File: src/rtl/user_nmi_bridge_pkg.sv
// user_nmi_bridge_pkg
// Shared types and constants for the user-core to SoC nmi bridge.
//   state_t            : bridge FSM state (2-bit).
//   nmi_req_t          : request fields captured when the core issues an access.
//   DEFAULT_ERR_RDATA  : read data returned on any error termination.
//   in_window()        : unsigned address-window membership test.
package user_nmi_bridge_pkg;

    typedef enum logic [1:0] {
        IDLE = 2'd0,
        REQ  = 2'd1,
        RESP = 2'd2,
        ERR  = 2'd3
    } state_t;

    localparam logic [31:0] DEFAULT_ERR_RDATA = 32'hDEAD_BEEF;

    typedef struct packed {
        logic [31:0] addr;
        logic [31:0] wdata;
        logic [3:0]  wstrb;
    } nmi_req_t;

    // Offset arithmetic wraps modulo 2^32, so a window may straddle the top
    // of the address space and a size of 32'hFFFF_FFFF covers all but one byte.
    function automatic logic in_window(input logic [31:0] addr,
                                       input logic [31:0] base,
                                       input logic [31:0] size);
        logic [31:0] offset;
        offset = addr - base;
        return (offset < size);
    endfunction

endpackage

File: src/rtl/nmi_if.sv
// nmi_if
// Native memory interface bundle.
//   master : drives valid, addr, wdata, wstrb; receives ready, rdata.
//   slave  : receives valid, addr, wdata, wstrb; drives ready, rdata.
// An access with wstrb == 0 is a read; any non-zero wstrb is a write.
interface nmi_if;
    logic        valid;
    logic        ready;
    logic [31:0] addr;
    logic [31:0] wdata;
    logic [3:0]  wstrb;
    logic [31:0] rdata;

    modport master (
        output valid, addr, wdata, wstrb,
        input  ready, rdata
    );

    modport slave (
        input  valid, addr, wdata, wstrb,
        output ready, rdata
    );
endinterface

File: src/rtl/user_nmi_bridge.sv
// user_nmi_bridge
// Registered bridge from the user core's nmi master to the SoC nmi fabric.
// Every output is taken straight from a flop (or a decode of the state
// register), so no combinational path runs from one side to the other.
// Accesses outside the permitted window are answered locally with an error;
// accesses that the SoC never acknowledges are terminated after
// TIMEOUT_CYCLES cycles with an error.
//   clk_i      : clock
//   rst_n_i    : asynchronous active-low reset
//   core_nmi   : slave port facing the user core
//   soc_nmi    : master port facing the SoC fabric
//   err_clr_i  : synchronous clear of the error status
//   err_irq_o  : one-cycle pulse per error termination
//   err_flag_o : sticky error flag
//   err_addr_o : word address of the most recent erroring access
//   err_cnt_o  : saturating error count
module user_nmi_bridge
    import user_nmi_bridge_pkg::*;
#(
    parameter logic [31:0] ALLOW_BASE     = 32'h0000_0000,
    parameter logic [31:0] ALLOW_SIZE     = 32'hFFFF_FFFF,
    parameter int          TIMEOUT_CYCLES = 256,
    parameter logic [31:0] ERR_RDATA      = DEFAULT_ERR_RDATA
) (
    input  logic        clk_i,
    input  logic        rst_n_i,
    nmi_if.slave        core_nmi,
    nmi_if.master       soc_nmi,
    input  logic        err_clr_i,
    output logic        err_irq_o,
    output logic        err_flag_o,
    output logic [31:0] err_addr_o,
    output logic [7:0]  err_cnt_o
);

    localparam int CNT_W = $clog2(TIMEOUT_CYCLES);
    localparam logic [CNT_W-1:0] CNT_LAST = CNT_W'(TIMEOUT_CYCLES - 1);

    state_t          state_reg, state_next;
    nmi_req_t        req_reg, req_next;
    logic [CNT_W-1:0] cnt_reg, cnt_next;
    logic [31:0]     rdata_reg, rdata_next;
    logic            err_flag_reg, err_flag_next;
    logic [31:0]     err_addr_reg, err_addr_next;
    logic [7:0]      err_cnt_reg, err_cnt_next;

    logic [31:0]     core_addr_aligned;

    // Masking rather than slicing keeps every core address bit referenced.
    assign core_addr_aligned = core_nmi.addr & 32'hFFFF_FFFC;

    always_ff @(posedge clk_i or negedge rst_n_i) begin
        if (!rst_n_i) begin
            state_reg    <= IDLE;
            req_reg      <= '0;
            cnt_reg      <= '0;
            rdata_reg    <= '0;
            err_flag_reg <= 1'b0;
            err_addr_reg <= '0;
            err_cnt_reg  <= '0;
        end else begin
            state_reg    <= state_next;
            req_reg      <= req_next;
            cnt_reg      <= cnt_next;
            rdata_reg    <= rdata_next;
            err_flag_reg <= err_flag_next;
            err_addr_reg <= err_addr_next;
            err_cnt_reg  <= err_cnt_next;
        end
    end

    always_comb begin
        state_next = state_reg;
        req_next   = req_reg;
        cnt_next   = cnt_reg;
        rdata_next = rdata_reg;

        case (state_reg)
            IDLE: begin
                if (core_nmi.valid) begin
                    req_next.addr  = core_addr_aligned;
                    req_next.wdata = core_nmi.wdata;
                    req_next.wstrb = core_nmi.wstrb;
                    cnt_next       = '0;
                    if (in_window(core_addr_aligned, ALLOW_BASE, ALLOW_SIZE)) begin
                        state_next = REQ;
                    end else begin
                        state_next = ERR;
                        rdata_next = ERR_RDATA;
                    end
                end
            end
            REQ: begin
                // A response arriving on the last allowed cycle beats the timeout.
                if (soc_nmi.ready) begin
                    rdata_next = (req_reg.wstrb == 4'b0000) ? soc_nmi.rdata : 32'h0;
                    state_next = RESP;
                end else if (cnt_reg == CNT_LAST) begin
                    rdata_next = ERR_RDATA;
                    state_next = ERR;
                end else begin
                    cnt_next = cnt_reg + CNT_W'(1);
                end
            end
            RESP:    state_next = IDLE;
            ERR:     state_next = IDLE;
            default: state_next = IDLE;
        endcase
    end

    // Error status: a new error outranks a coincident clear, and in that
    // case the count restarts at one instead of continuing.
    always_comb begin
        err_flag_next = err_flag_reg;
        err_addr_next = err_addr_reg;
        err_cnt_next  = err_cnt_reg;

        if (state_reg == ERR) begin
            err_flag_next = 1'b1;
            err_addr_next = req_reg.addr;
            if (err_clr_i) begin
                err_cnt_next = 8'd1;
            end else if (err_cnt_reg != 8'hFF) begin
                err_cnt_next = err_cnt_reg + 8'd1;
            end
        end else if (err_clr_i) begin
            err_flag_next = 1'b0;
            err_addr_next = '0;
            err_cnt_next  = '0;
        end
    end

    assign soc_nmi.valid  = (state_reg == REQ);
    assign soc_nmi.addr   = req_reg.addr;
    assign soc_nmi.wdata  = req_reg.wdata;
    assign soc_nmi.wstrb  = req_reg.wstrb;

    assign core_nmi.ready = (state_reg == RESP) || (state_reg == ERR);
    assign core_nmi.rdata = rdata_reg;

    assign err_irq_o  = (state_reg == ERR);
    assign err_flag_o = err_flag_reg;
    assign err_addr_o = err_addr_reg;
    assign err_cnt_o  = err_cnt_reg;

endmodule

File: src/flat_wrapper.sv
// flat-port wrapper written by rule: the top's interface ports become plain ports
module user_nmi_bridge_flat import user_nmi_bridge_pkg::*;
#(
    parameter logic [31:0] ALLOW_BASE     = 32'h0000_0000,
    parameter logic [31:0] ALLOW_SIZE     = 32'hFFFF_FFFF,
    parameter int          TIMEOUT_CYCLES = 256,
    parameter logic [31:0] ERR_RDATA      = DEFAULT_ERR_RDATA
)
  (clk_i, rst_n_i, err_clr_i, err_irq_o, err_flag_o, err_addr_o, err_cnt_o, core_nmi_valid, core_nmi_addr, core_nmi_wdata, core_nmi_wstrb, core_nmi_ready, core_nmi_rdata, soc_nmi_valid, soc_nmi_addr, soc_nmi_wdata, soc_nmi_wstrb, soc_nmi_ready, soc_nmi_rdata);
  nmi_if core_nmi_i ();
  nmi_if soc_nmi_i ();
  input  logic clk_i;
  input  logic rst_n_i;
  input  logic err_clr_i;
  output logic err_irq_o;
  output logic err_flag_o;
  output logic [31:0] err_addr_o;
  output logic [7:0] err_cnt_o;
  input wire logic [$bits(core_nmi_i.valid)-1:0] core_nmi_valid;
  input wire logic [$bits(core_nmi_i.addr)-1:0] core_nmi_addr;
  input wire logic [$bits(core_nmi_i.wdata)-1:0] core_nmi_wdata;
  input wire logic [$bits(core_nmi_i.wstrb)-1:0] core_nmi_wstrb;
  output wire logic [$bits(core_nmi_i.ready)-1:0] core_nmi_ready;
  output wire logic [$bits(core_nmi_i.rdata)-1:0] core_nmi_rdata;
  output wire logic [$bits(soc_nmi_i.valid)-1:0] soc_nmi_valid;
  output wire logic [$bits(soc_nmi_i.addr)-1:0] soc_nmi_addr;
  output wire logic [$bits(soc_nmi_i.wdata)-1:0] soc_nmi_wdata;
  output wire logic [$bits(soc_nmi_i.wstrb)-1:0] soc_nmi_wstrb;
  input wire logic [$bits(soc_nmi_i.ready)-1:0] soc_nmi_ready;
  input wire logic [$bits(soc_nmi_i.rdata)-1:0] soc_nmi_rdata;
  assign core_nmi_i.valid = core_nmi_valid;
  assign core_nmi_i.addr = core_nmi_addr;
  assign core_nmi_i.wdata = core_nmi_wdata;
  assign core_nmi_i.wstrb = core_nmi_wstrb;
  assign core_nmi_ready = core_nmi_i.ready;
  assign core_nmi_rdata = core_nmi_i.rdata;
  assign soc_nmi_valid = soc_nmi_i.valid;
  assign soc_nmi_addr = soc_nmi_i.addr;
  assign soc_nmi_wdata = soc_nmi_i.wdata;
  assign soc_nmi_wstrb = soc_nmi_i.wstrb;
  assign soc_nmi_i.ready = soc_nmi_ready;
  assign soc_nmi_i.rdata = soc_nmi_rdata;
  user_nmi_bridge #(.ALLOW_BASE(ALLOW_BASE), .ALLOW_SIZE(ALLOW_SIZE), .TIMEOUT_CYCLES(TIMEOUT_CYCLES), .ERR_RDATA(ERR_RDATA)) u_core (.clk_i(clk_i), .rst_n_i(rst_n_i), .core_nmi(core_nmi_i), .soc_nmi(soc_nmi_i), .err_clr_i(err_clr_i), .err_irq_o(err_irq_o), .err_flag_o(err_flag_o), .err_addr_o(err_addr_o), .err_cnt_o(err_cnt_o));
endmodule
File: config.mk
export PLATFORM = sky130hd
export DESIGN_NAME = user_nmi_bridge_flat
export DESIGN_NICKNAME = d
export VERILOG_FILES = /design/src/rtl/user_nmi_bridge_pkg.sv /design/src/rtl/nmi_if.sv /design/src/rtl/user_nmi_bridge.sv /design/src/flat_wrapper.sv
export SDC_FILE = /design/constraint.sdc
export NUM_CORES = 1
export LEC_CHECK = 0
export CAP_MARGIN = 20
export CORE_MARGIN = 1
export CORE_UTILIZATION = 43
export DETAILED_ROUTE_END_ITERATION = 10
export PLACE_DENSITY = 0.81
export SETUP_SLACK_MARGIN = 0.1
export SLEW_MARGIN = 15
export SYNTH_ARGS = -nofsm -noshare
export SYNTH_HDL_FRONTEND = slang
export SYNTH_SLANG_ARGS = --single-unit
File: constraint.sdc
create_clock -name clk_i -period 2.4 [get_ports clk_i]
set_input_delay 0.48 -clock clk_i [delete_from_list [all_inputs] [get_ports clk_i]]
set_output_delay 0.48 -clock clk_i [all_outputs]
set_load 0.02 [all_outputs]
==> qor.yml <==
status: "finished, final reports clean"
grt_pass1_vias: 5248
required_ns: 1.92
gp_congestion: 0.776
met1_length_um: 6510
rsz0062_at_grt: "no"
top_layer: "met4"
timing.fmax_mhz: 458
synth-seq-cells: 147
synth-edff-count: 0
ant_nets: 0
cts_tree: "done"
wl_per_cell_um: 15.5
power_density_mw_per_mm2: 1170
timing.slew.headroom_pct: 62.6
grt_pass1_wl_um: 25900
synthMuxAreaShare_pct: 1.01
seq_area_mm2: 0.00368
antenna_found_initial: 0
synthArstFlopShare_pct: 100
p_sw_share_pct: 34.7
wl_met2_um: 8140
die-height_um: 120
n_fill_cell: 1010
slew_violations: 0
grt.total_usage_pct: 23.4
wl_um: 16200
worst-slew-pin-transition_ns: 0.560
setup_slack_ns: 0.219
layout.nets: 959
comb_power_share_pct: 39.5
synth_compound_area_share_pct: 7.00
worstSkewPairLatency_ns: 0.41
tns_ns: 0
synth-adder-area-share_pct: 0.420
max_cap_viol_count: 0
root_buffer: "clkbuf_16"
worstPathArrival_ns: 1.70
endpoint_kind: "output pin"
reg2reg_depth: 6
synth-main-ff-cell: "dfrtp_1"
hold_path.class: "in -> async"
io_pins: 249
finalSetupViolCount: 0
multiInputGateArea_mm2: 0.00211
synth_xor_area_share_pct: 0.736
drive_above_1_share_pct: 6.71
port_buffers: 242
clock_sinks: 147
p_int_mw: 7.03
peakVddDrop_v: 0.000583
remaining_drc_errors: 0
period_share_pct: 90.9
seq_area_frac_synth_pct: 61.8
p_leak_nw: 4.37
total_power_mw: 10.8
cts_buffers: 17
cp_max_fo: 5
syn_area_mm2: 0.00595
gr-total-overflow: 0
clkTransAtPathRegs_ns: 0.06
synthesis.instances: 611
final_common_cell: "nand2_1"
worstSetupPathType: "reg -> out"
first_pass_iters: 5
hold_viol: 0
die_x_um: 120
wl_met3_um: 1140
initial_core_util_pct: 44.6
seqPwrFrac_pct: 35.8
vias_per_cell: 4.96
dpl.hpwl_um: 11400
cts_buffer_depth: 2
synth_top_family_by_area: "simple AND/OR/NAND/NOR gates"
rows: 42
grt_max_degree: 60
switching_power_mw: 3.73
layout_common_cells: "nand2_1, clkdlybuf4s50_1, dfrtp_1"
die-area_mm2: 0.0143
cts_max_level: 4
place_worst_setup_slack_ns: 0.201
vias: 5161
area_growth_pct: 54.8
synth_cell_types: 43
drtIter0Drc: 285
fin_worst_skew_ns: 0.00736
core_mm2: 0.0133
holdWs_ns: 0.0390
synth-simple-area-share_pct: 25.9
antennaDiodeCount: 0
critPathLaunchType: "flip-flop"
finalCriticalPeriod_ns: 2.18
clkPwrFrac_pct: 24.7
yosys_warnings: 0
postCtsSetupRepairBufs: 0
avgSynthCellArea_um2: 9.74
-- what timing repair did --
item                                    4_1_cts  5_1_grt
hold buffers                                  0        0
resized for setup                             0        1
endpoints found under the setup margin        0        1
endpoints found under the hold margin         0        0
-- layout make-up --
cell class / count / area share [%]
Sequential cell: 147 / 39.9
Timing Repair Buffer: 257 / 28.0
Multi-Input combinational cell: 424 / 22.9
Clock buffer: 24 / 5.55
Tap cell: 176 / 2.39
Clock inverter: 8 / 1.05
Inverter: 5 / 0.204
-- power by group through the flow --
stage          clock (mW)  combinational (mW)  sequential [mW]
3_3_place_gp            0                4.20             3.83
4_1_cts              2.72                4.30             3.86
3_5_place_dp            0                4.28             3.89
5_1_grt              2.83                4.53             3.96
6_report             2.66                4.26             3.85
2_1_floorplan           0                1.09             4.78
-- routing by layer --
| metal | up-vias | global-route usage, % |
|---|---|---|
| li1 | 2459 | - |
| met1 | 2475 | 27.9 |
| met2 | 201 | 39.2 |
| met3 | 26 | 6.89 |
| met4 | 0 | 10.0 |
| met5 | - | 0 |
-- cells by family after synthesis --
kind of cell,count (synthesis)
other,1
multiplexers,6
XOR/XNOR,5
buffers and inverters,43
AO/OA/AOI/OAI,49
flip-flops,147
adder cells (fa/ha/maj),2
AND/OR/NAND/NOR,358
-- final timing paths --
kind / startpoint / end / slack (ns)
hold reg to reg: u_core.soc_nmi.wdata[1] / u_core.soc_nmi.wdata[1] / 0.47
hold / removal: rst_n_i / u_core.err_addr_o[4] / 0.04
max in group asynchronous: rst_n_i / u_core.core_nmi.rdata[1] / 1.71
setup reg to reg: u_core.cnt_reg[0] / u_core.core_nmi.rdata[2] / 0.52
min in group clk_i: u_core.soc_nmi.wdata[1] / u_core.soc_nmi.wdata[1] / 0.47
setup / recovery: u_core.state_reg[1] / err_irq_o / 0.22
-- cells in the mapped netlist, types with 2 or more instances --
cell type,number,area (um^2)
a21oi_1,3,15.0
a22o_1,8,70.1
a2bb2oi_1,24,210
and2_1,3,18.8
and3_1,3,18.8
and4_1,2,17.5
buf_4,6,45.0
clkbuf_1,30,113
dfrtp_1,147,3680
ha_1,2,25.0
inv_1,3,11.3
inv_2,2,7.51
mux2i_1,6,60.1
nand2_1,293,1100
nand2b_1,2,12.5
nand3_1,4,20.0
nand3b_1,30,225
nand4_1,2,12.5
nor2_1,9,33.8
nor2b_1,2,12.5
o21a_1,2,15.0
o21ai_0,3,15.0
or4_1,2,15.0
xnor2_1,4,35.0
-- worst max-delay path, stage by stage (launching register included) --
cell and delay, ns:
dfrtp_1 0.42, nand2_1 0.12, inv_2 0.07, clkdlybuf4s50_1 0.68
-- per-stage QoR --
stage	cells	util (%)	instance area, um^2
after floorplan	614	-	5960
after global placement	1009	64.5	8600
after detailed placement	1009	64.5	8600
after CTS	1041	69.0	9210
after global routing	1041	69.0	9220
final	1041	69.0	9220
Power figures use the tool's default switching activity.
